--- src/rtl/cascade_counter_pkg.sv ---
// Shared defaults and legality checks for the cascaded modulo counter.
// Latency: n/a (constants and elaboration-time helpers only).
// Backpressure: n/a.
package cascade_counter_pkg;

    localparam int DEF_W      = 4;
    localparam int DEF_MOD_LO = 12;
    localparam int DEF_MOD_HI = 15;

    // Legal ranges: a stage needs at least two states, and modulus-1 must fit in W bits.
    localparam int MOD_MIN = 2;
    localparam int W_MIN   = 1;
    localparam int W_MAX   = 30;

    function automatic bit mod_is_legal(input int w, input int m);
        return (w >= W_MIN) && (w <= W_MAX) && (m >= MOD_MIN) && (m <= (1 << w));
    endfunction

endpackage

--- src/rtl/mod_cnt_stage.sv ---
// One modulo-MOD up/down count stage with clear, clamped load and carry chaining.
// Latency: count updates one edge after the request; o_cout is combinational.
// Backpressure: none; i_cin is a one-cycle step request, never stalled.
module mod_cnt_stage
    import cascade_counter_pkg::*;
#(
    parameter int W   = DEF_W,
    parameter int MOD = DEF_MOD_LO
) (
    input  logic         i_clk,
    input  logic         i_rst_n,
    input  logic         i_clr,
    input  logic         i_load,
    input  logic [W-1:0] i_load_val,
    input  logic         i_up,
    input  logic         i_cin,
    output logic [W-1:0] o_cnt,
    output logic         o_cout
);

    localparam logic [W-1:0] MAX   = W'(MOD - 1);
    localparam logic [W:0]   MOD_X = (W + 1)'(MOD);

    if (!mod_is_legal(W, MOD)) begin : g_bad_param
        $error("mod_cnt_stage: illegal W=%0d / MOD=%0d", W, MOD);
    end

    logic [W-1:0] r_cnt;
    logic [W-1:0] w_next;
    logic [W-1:0] w_load_sat;
    logic         w_at_term;

    // Terminal value depends on direction: top of range going up, zero going down.
    assign w_at_term  = i_up ? (r_cnt == MAX) : (r_cnt == '0);
    assign o_cout     = i_cin & w_at_term;
    // Out-of-range load values saturate so an illegal state is never entered.
    assign w_load_sat = ({1'b0, i_load_val} >= MOD_X) ? MAX : i_load_val;
    assign o_cnt      = r_cnt;

    // Next value for a single step in the current direction, wrapping at the ends.
    always_comb begin
        w_next = r_cnt;
        if (i_up) begin
            w_next = w_at_term ? '0 : r_cnt + W'(1);
        end else begin
            w_next = w_at_term ? MAX : r_cnt - W'(1);
        end
    end

    // Stage register: clear beats load beats step.
    always_ff @(posedge i_clk or negedge i_rst_n) begin
        if (!i_rst_n) begin
            r_cnt <= '0;
        end else if (i_clr) begin
            r_cnt <= '0;
        end else if (i_load) begin
            r_cnt <= w_load_sat;
        end else if (i_cin) begin
            r_cnt <= w_next;
        end
    end

endmodule

--- src/rtl/cascade_counter.sv ---
// Two-stage cascaded modulo counter (MOD_LO x MOD_HI) with terminal counts and a wrap pulse.
// Latency: counts and o_wrap update one edge after the request; o_tc_* are combinational.
// Backpressure: none; i_en steps every edge it is high.
module cascade_counter
    import cascade_counter_pkg::*;
#(
    parameter int W      = DEF_W,
    parameter int MOD_LO = DEF_MOD_LO,
    parameter int MOD_HI = DEF_MOD_HI
) (
    input  logic         i_clk,
    input  logic         i_rst_n,
    input  logic         i_en,
    input  logic         i_up,
    input  logic         i_clr,
    input  logic         i_load,
    input  logic [W-1:0] i_load_lo,
    input  logic [W-1:0] i_load_hi,
    output logic [W-1:0] o_cnt_lo,
    output logic [W-1:0] o_cnt_hi,
    output logic         o_tc_lo,
    output logic         o_tc_hi,
    output logic         o_wrap
);

    if (!mod_is_legal(W, MOD_LO) || !mod_is_legal(W, MOD_HI)) begin : g_bad_param
        $error("cascade_counter: illegal W=%0d MOD_LO=%0d MOD_HI=%0d", W, MOD_LO, MOD_HI);
    end

    logic w_step;
    logic w_tc_lo;
    logic w_tc_hi;
    logic r_wrap;

    // A count step only happens when neither clear nor load claims the edge.
    assign w_step = i_en & ~i_clr & ~i_load;

    mod_cnt_stage #(.W(W), .MOD(MOD_LO)) u_lo (
        .i_clk      (i_clk),
        .i_rst_n    (i_rst_n),
        .i_clr      (i_clr),
        .i_load     (i_load),
        .i_load_val (i_load_lo),
        .i_up       (i_up),
        .i_cin      (w_step),
        .o_cnt      (o_cnt_lo),
        .o_cout     (w_tc_lo)
    );

    // High stage only advances on the low stage's carry/borrow.
    mod_cnt_stage #(.W(W), .MOD(MOD_HI)) u_hi (
        .i_clk      (i_clk),
        .i_rst_n    (i_rst_n),
        .i_clr      (i_clr),
        .i_load     (i_load),
        .i_load_val (i_load_hi),
        .i_up       (i_up),
        .i_cin      (w_tc_lo),
        .o_cnt      (o_cnt_hi),
        .o_cout     (w_tc_hi)
    );

    // Wrap pulse: registered copy of the full-chain terminal count (already low under clr/load).
    always_ff @(posedge i_clk or negedge i_rst_n) begin
        if (!i_rst_n) begin
            r_wrap <= 1'b0;
        end else begin
            r_wrap <= w_tc_hi;
        end
    end

    assign o_tc_lo = w_tc_lo;
    assign o_tc_hi = w_tc_hi;
    assign o_wrap  = r_wrap;

endmodule

--- config.mk ---
export PLATFORM = sky130hd
export DESIGN_NAME = cascade_counter
export DESIGN_NICKNAME = d
export VERILOG_FILES = /design/src/rtl/cascade_counter_pkg.sv /design/src/rtl/mod_cnt_stage.sv /design/src/rtl/cascade_counter.sv
export SDC_FILE = /design/constraint.sdc
export NUM_CORES = 1
export LEC_CHECK = 0
export ABC_CLOCK_PERIOD_IN_PS = 5500
export CAP_MARGIN = 25
export CELL_PAD_IN_SITES_DETAIL_PLACEMENT = 2
export CELL_PAD_IN_SITES_GLOBAL_PLACEMENT = 2
export CORE_UTILIZATION = 29
export CTS_CLUSTER_DIAMETER = 80
export DETAILED_ROUTE_END_ITERATION = 10
export GPL_ROUTABILITY_DRIVEN = 0
export PLACE_DENSITY = 0.92
export SYNTH_ARGS = -nofsm -noshare
export SYNTH_HDL_FRONTEND = slang
export SYNTH_HIERARCHICAL = 1
export SYNTH_SLANG_ARGS = --single-unit
--- constraint.sdc ---
create_clock -name i_clk -period 5.5 [get_ports i_clk]
set_input_delay 0.55 -clock i_clk [delete_from_list [all_inputs] [get_ports i_clk]]
set_output_delay 0.55 -clock i_clk [all_outputs]
set_load 0.02 [all_outputs]
==> key figures, run 1 <==
Status
  • Status: complete, but fails checks
  • Failing checks: design-rule violations

Clock network
  • Clk root buf: clkbuf_4
  • CTS Hold Bufs: 0
  • Postcts setup bufs: 0
  • Clock-pin slew on the worst setup and hold paths: 70 ps
  • Worst skew pair latency: 260 ps
  • CTS buffer count: 3
  • Clock Tree Buf Depth: 2
  • CTS tree: done
  • H-tree depth: 1
  • Clock sink count: 9
  • CTS resizes: 0

Timing
  • Slew margin rel.: 0.535
  • Fin. Hold Viols: 0
  • RSZ-0062 raised after global routing: false
  • Hold Slack: 606 ps
  • Worst Clk Skew: 8.36 ps
  • # setup viols final: 0
  • Final Max Slew Viols: 0
  • Final Cycle Share: 0.695
  • Fmax: 0.261 GHz
  • Worst slew pin tran: 695 ps
  • TNS Setup: 0 ps
  • Tmin final: 3820 ps

Critical path
  • Worst R2R Start: u_lo/o_cnt[0]$_DFFE_PN0P_
  • R2r worst-path depth: 9
  • WP data arrival: 3270 ps
  • CP max FO: 15
  • Worst setup EP type: output pin
  • Crit-path slowest cell: clkdlybuf4s50_1
  • Critical Path Start Type: primary input
  • RR Endpoint: u_hi/o_cnt[1]$_DFFE_PN0P_
  • Worst Path Class, Setup: primary input to output pin
  • Cell Chain, Critical Path: clkdlybuf4s50_1 -> nor3b_2 -> nor3b_1 -> buf_2 -> and2_1 -> clkdlybuf4s50_1
  • CP required: 4950 ps
  • Critical Path Max Stage Delay: 660 ps
  • Worst reg-to-reg setup slack: 2940 ps
  • CP dominant cell by count: clkdlybuf4s50_1

Routing
  • Routed WL: 3080 µm
  • WL met1: 1510 µm
  • Routed vias: 967
  • DRC: 2
  • Vias/cell: 5.90
  • DR WL/cell: 18.8 µm
  • DR top layer: met4
  • Met3 WL post-DR: 85 µm
  • Detail Route Antenna Nets: 0
  • Met2 Wirelength: 1480 µm
  • Initial drt markers: 19
  • TritonRoute pass-1 iters: 7

Layout
  • Leading cell type in the layout, fill and taps excluded: clkdlybuf4s50_1
  • Synth-to-Final Area Change: 29.6%
  • Fill count: 332
  • Commonest cells after routing, fill and taps aside: clkdlybuf4s50_1 (24), a21oi_1 (12), dfrtp_1 (9), inv_1 (9), nand2_1 (7)
  • Diode count: 0
  • Final nets: 153
  • Share of layout cells above drive strength 1: 0.0677
  • Post-route cell area: 1180 µm²

Global route
  • Vias in the first global route: 978
  • Gr ovfl total: 0
  • Largest net degree at the start of global routing: 22
  • First-pass GRT wire length: 4940 µm
  • Global Route Usage Sum: 0.195
  • Initial antenna violation count: 0

Synthesis
  • Synth Cell Area: 910 µm²
  • Synth top area cells: dfrtp_1 (25%), ha_1 (6.9%), a21oi_1 (6.6%), inv_1 (3.7%), o41ai_2 (3.6%)
  • YS warnings: 6
  • Post-Synth XOR/XNOR Area: 0
  • Fraction of registers with async set/reset: 1.00
  • Top-area cell type share of the netlist area: 0.248
  • Syn avg cell area: 8.19 µm²
  • Number of synthesized flops with an enable pin: 0
  • Post-synth cell types: 42
  • Synth Area in Adders: 0.0688
  • Post-synthesis sequential area ratio: 0.248
  • Post-synthesis mux area share: 0.0330
  • Synth Register Bits: 9
  • Synth Area in Compound Gates: 0.300
  • Simple-Gate Fraction of Synth Area: 0.264
  • Mapped Cells: 111
  • Main combinational cell family by area after synthesis: compound AO/OA/AOI/OAI gates
  • Synth area leader: dfrtp_1
  • Syn Nets: 130
  • Ys flop type: dfrtp_1

Floorplanning
  • Core ar.: 2850 µm²
  • I/O pin cnt: 25
  • Die Ht: 58.0 µm
  • Initial Util: 0.319
  • Die Width: 58.0 µm
  • # rows: 19
  • Die ar.: 3360 µm²

Place
  • Placed cell area: 1150 µm²
  • Hpwl dp: 2330 µm
  • IO buf count: 24

Power
  • Pwr/cell area: 178 nW/µm²
  • Peak supply drop: 0.109 mV
  • Tot Pwr: 0.210 mW
  • Static leakage: 0.461 nW

Run
  • Max-cap violations: 0

Min path
  • Worst hold path class: primary input to async pin
critical path, delay by kind of cell:
kind / cells / cell delay, ps
buffers and inverters: 3 / 1550
and+or+nand+nor: 3 / 1170
cell usage after synthesis, types with 2 or more instances:
master / n
nor3_1: 3
clkbuf_1: 2
a21oi_1: 12
dfrtp_1: 9
nor4b_1: 3
nor3b_1: 4
buf_2: 3
nand2_1: 7
inv_1: 9
a31oi_1: 4
or3b_1: 2
nand3_1: 2
or2b_1: 2
ha_1: 5
o41ai_2: 2
o21ai_0: 4
nand3b_1: 3
a211oi_1: 3
o21ai_1: 2
mux2i_1: 3
o21bai_1: 2
nor2_1: 5
state kept, by name (all words and copies together), names as in the netlist:
name and flops:
o_wrap 1, u_hi/o_cnt 4, u_lo/o_cnt 4
power breakdown:
part	leakage, nW	internal [mW]	switching (mW)	total, mW
registers	0.119	0.0704	0.0111	0.0815
logic	0.327	0.0369	0.0408	0.0777
clock network	0.0150	0.0279	0.0229	0.0508
per-stage QoR:
step	utilization	setup WS [ps]	std cells
5_1_grt	0.413	1460	164
6_report	0.413	1680	164
3_5_place_dp	0.402	1420	159
4_1_cts	0.411	1400	163
2_1_floorplan	-	2750	111
3_3_place_gp	0.402	1600	159
layout make-up:
type | instances | area (µm²) | area share
tap | 31 | 38.8 | 0.0329
timing repair buffer | 25 | 245 | 0.208
inverter | 10 | 37.5 | 0.0318
sequential | 9 | 225 | 0.191
multi-input combinational | 85 | 606 | 0.514
clock buffer | 4 | 26.3 | 0.0223
cell families (layout without fill, tap and decap cells):
logic type	Yosys count	in the layout
simple gates	39	39
flops	9	9
mux	3	3
fa+ha+maj	5	5
compound gates	38	38
buf+inv	17	39
how the worst max path moves through the flow:
stage	startpoint	end	slack [ps]
after global placement	i_up	o_tc_hi	1600
final	i_load	o_tc_hi	1680
after detailed placement	i_load	o_tc_hi	1420
after CTS	i_load	o_tc_hi	1400
after floorplan	u_lo/o_cnt[0]$_DFFE_PN0P_	o_tc_hi	2750
after global routing	i_up	o_tc_hi	1460
per-layer routing:
metal / vias up / GRT usage
met5: - / 0
met1: 489 / 0.288
li1: 455 / -
met3: 2 / 0.0134
met2: 21 / 0.314
met4: 0 / 0.0408
(Power assumes the default switching activity.)
==> run 2, diff against run 1 <==
- ABC_CLOCK_PERIOD_IN_PS: 5500 -> 3700
- CORE_UTILIZATION: 29 -> 27
- PLACE_DENSITY: 0.92 -> 0.87
- clock period: 5.5 -> 3.7 ns (I/O delays scaled with it)
==> run 2 against run 1 <==
The flow now finishes without violations. Wire length grew 3.0%. Clock power up 56%. First-iteration DRC count increased by 110%. Worst setup slack lost 1100 ps. Critical path type is now register to output pin. Critical endpoint unchanged. Largest cell class unchanged. Largest power group unchanged. Highest routed layer unchanged.
==> key figures, run 2 (same netlist as run 1, synthesis figures left out) <==
Place
  • IO buf count: 24
  • Hpwl dp: 2370 µm
  • Place WS: 733 ps

Clock network
  • Clock sink count: 9
  • CTS tree: done
  • Postcts setup bufs: 0
  • CTS Hold Bufs: 0
  • Worst skew pair latency: 270 ps
  • H-tree depth: 1
  • Clk root buf: clkbuf_4
  • CTS buffer count: 3
  • Clock-pin slew on the worst setup and hold paths: 70 ps
  • Clock Tree Buf Depth: 2
  • CTS resizes: 0

Timing
  • Worst slew pin tran: 462 ps
  • Fin. Hold Viols: 0
  • Worst Clk Skew: 8.89 ps
  • Final Cycle Share: 0.833
  • Slew margin rel.: 0.691
  • TNS Setup: 0 ps
  • Tmin final: 3080 ps
  • Final Max Slew Viols: 0
  • RSZ-0062 raised after global routing: false
  • Worst Slack Setup Final: 617 ps
  • Fmax: 0.324 GHz
  • # setup viols final: 0

Critical path
  • Crit-path slowest cell: clkdlybuf4s50_1
  • CP required: 3330 ps
  • Cell Chain, Critical Path: inv_1 -> ha_1 -> nor3b_1 -> a31oi_1 -> nor3b_1 -> buf_4 -> and2_1 -> clkdlybuf4s50_1
  • Critical Path Max Stage Delay: 610 ps
  • Worst Path Class, Setup: register to output pin
  • R2r worst-path depth: 10
  • Worst reg-to-reg setup slack: 1400 ps
  • Critical Path Start Type: register
  • RR Endpoint: u_hi/o_cnt[2]$_DFFE_PN0P_
  • Worst setup EP type: output pin
  • WP data arrival: 2710 ps
  • Worst R2R Start: u_lo/o_cnt[0]$_DFFE_PN0P_
  • CP dominant cell by count: nor3b_1
  • CP max FO: 10

Power
  • Flop pwr share: 0.382
  • Static leakage: 0.478 nW
  • Peak supply drop: 0.161 mV
  • Clock power frac: 0.248
  • Pwr/cell area: 261 nW/µm²
  • Internal power: 0.202 mW
  • Comb power frac: 0.369
  • Net Switching: 0.117 mW
  • Switching Fraction: 0.366

Layout
  • Diode count: 0
  • Leading cell type in the layout, fill and taps excluded: clkdlybuf4s50_1
  • Final nets: 156
  • Fill count: 371
  • Share of layout cells above drive strength 1: 0.0956
  • Commonest cells after routing, fill and taps aside: clkdlybuf4s50_1 (24), a21oi_1 (12), dfrtp_1 (9), inv_1 (9), nand2_1 (7)
  • Synth-to-Final Area Change: 34.3%

Routing
  • DR WL/cell: 17.6 µm
  • Detail Route Antenna Nets: 0
  • Routed vias: 985
  • Initial drt markers: 39
  • DRC: 0
  • Vias/cell: 5.47
  • TritonRoute pass-1 iters: 4
  • Routed WL: 3170 µm

Floorplanning
  • Die Width: 60.0 µm
  • # rows: 20
  • Die Ht: 60.0 µm
  • Core ar.: 3130 µm²
  • Die ar.: 3600 µm²
  • Initial Util: 0.291
  • I/O pin cnt: 25

Status
  • Status: completed

Global route
  • Initial antenna violation count: 0
  • First-pass GRT wire length: 4950 µm
  • Largest net degree at the start of global routing: 20
  • Vias in the first global route: 1,011
  • Global Route Usage Sum: 0.193
  • Gr ovfl total: 0

Min path
  • Worst hold path class: primary input to async pin

Run
  • Max-cap violations: 0
[run 2: cell type report]
class | instances | area (µm²) | area share
Inverter | 10 | 37.5 | 0.0307
Clock inverter | 1 | 5.00 | 0.00410
Tap cell | 44 | 55.1 | 0.0451
Timing Repair Buffer | 28 | 270 | 0.221
Sequential cell | 9 | 225 | 0.184
Clock buffer | 3 | 22.5 | 0.0184
Multi-Input combinational cell | 85 | 606 | 0.496
[run 2: stage by stage]
| stage | hold WS, ps | util | power (mW) | cell area, µm² | std cells |
|---|---|---|---|---|---|
| 2_1_floorplan | 74.4 | - | 0.186 | 910 | 111 |
| 3_3_place_gp | 630 | 0.382 | 0.234 | 1190 | 176 |
| 3_5_place_dp | 648 | 0.382 | 0.240 | 1190 | 176 |
| 4_1_cts | 424 | 0.390 | 0.321 | 1220 | 180 |
| 5_1_grt | 430 | 0.390 | 0.338 | 1220 | 180 |
| 6_report | 416 | 0.390 | 0.318 | 1220 | 180 |
[run 2: power groups by stage]
| stage | Sequential [mW] | Combinational (mW) | Clock (mW) |
|---|---|---|---|
| floorplan | 0.123 | 0.0634 | 0 |
| global placement | 0.122 | 0.112 | 0 |
| detailed placement | 0.123 | 0.116 | 0 |
| CTS | 0.122 | 0.118 | 0.0815 |
| global route | 0.123 | 0.128 | 0.0873 |
| finish | 0.122 | 0.118 | 0.0791 |
[run 2: critical path: cells and delay by family (launching register included)]
family,cells,cell delay [ps]
buffers and inverters,3,930
AND/OR/NAND/NOR,3,670
flip-flops,1,490
adder cells (fa/ha/maj),1,270
AO/OA/AOI/OAI,1,90
[run 2: worst max-delay path by stage]
stage                              start      end  slack, ps
4_1_cts        u_lo/o_cnt[0]$_DFFE_PN0P_  o_tc_hi        620
3_3_place_gp                       i_clr  o_tc_hi        860
5_1_grt        u_lo/o_cnt[0]$_DFFE_PN0P_  o_tc_hi        470
2_1_floorplan  u_lo/o_cnt[0]$_DFFE_PN0P_  o_tc_hi       1130
3_5_place_dp                       i_clr  o_tc_hi        730
6_report       u_lo/o_cnt[0]$_DFFE_PN0P_  o_tc_hi        620
[run 2: layer usage]
| layer | GRT usage | part of all wire | vias to the layer above | wire, µm |
|---|---|---|---|---|
| li1 | - | - | 463 | - |
| met1 | 0.220 | 0.41 | 494 | 1290 |
| met2 | 0.362 | 0.55 | 26 | 1750 |
| met5 | 0 | 0 | - | 0 |
| met3 | 0.0455 | 0.037 | 2 | 117 |
| met4 | 0.0365 | 0.0072 | 0 | 23 |
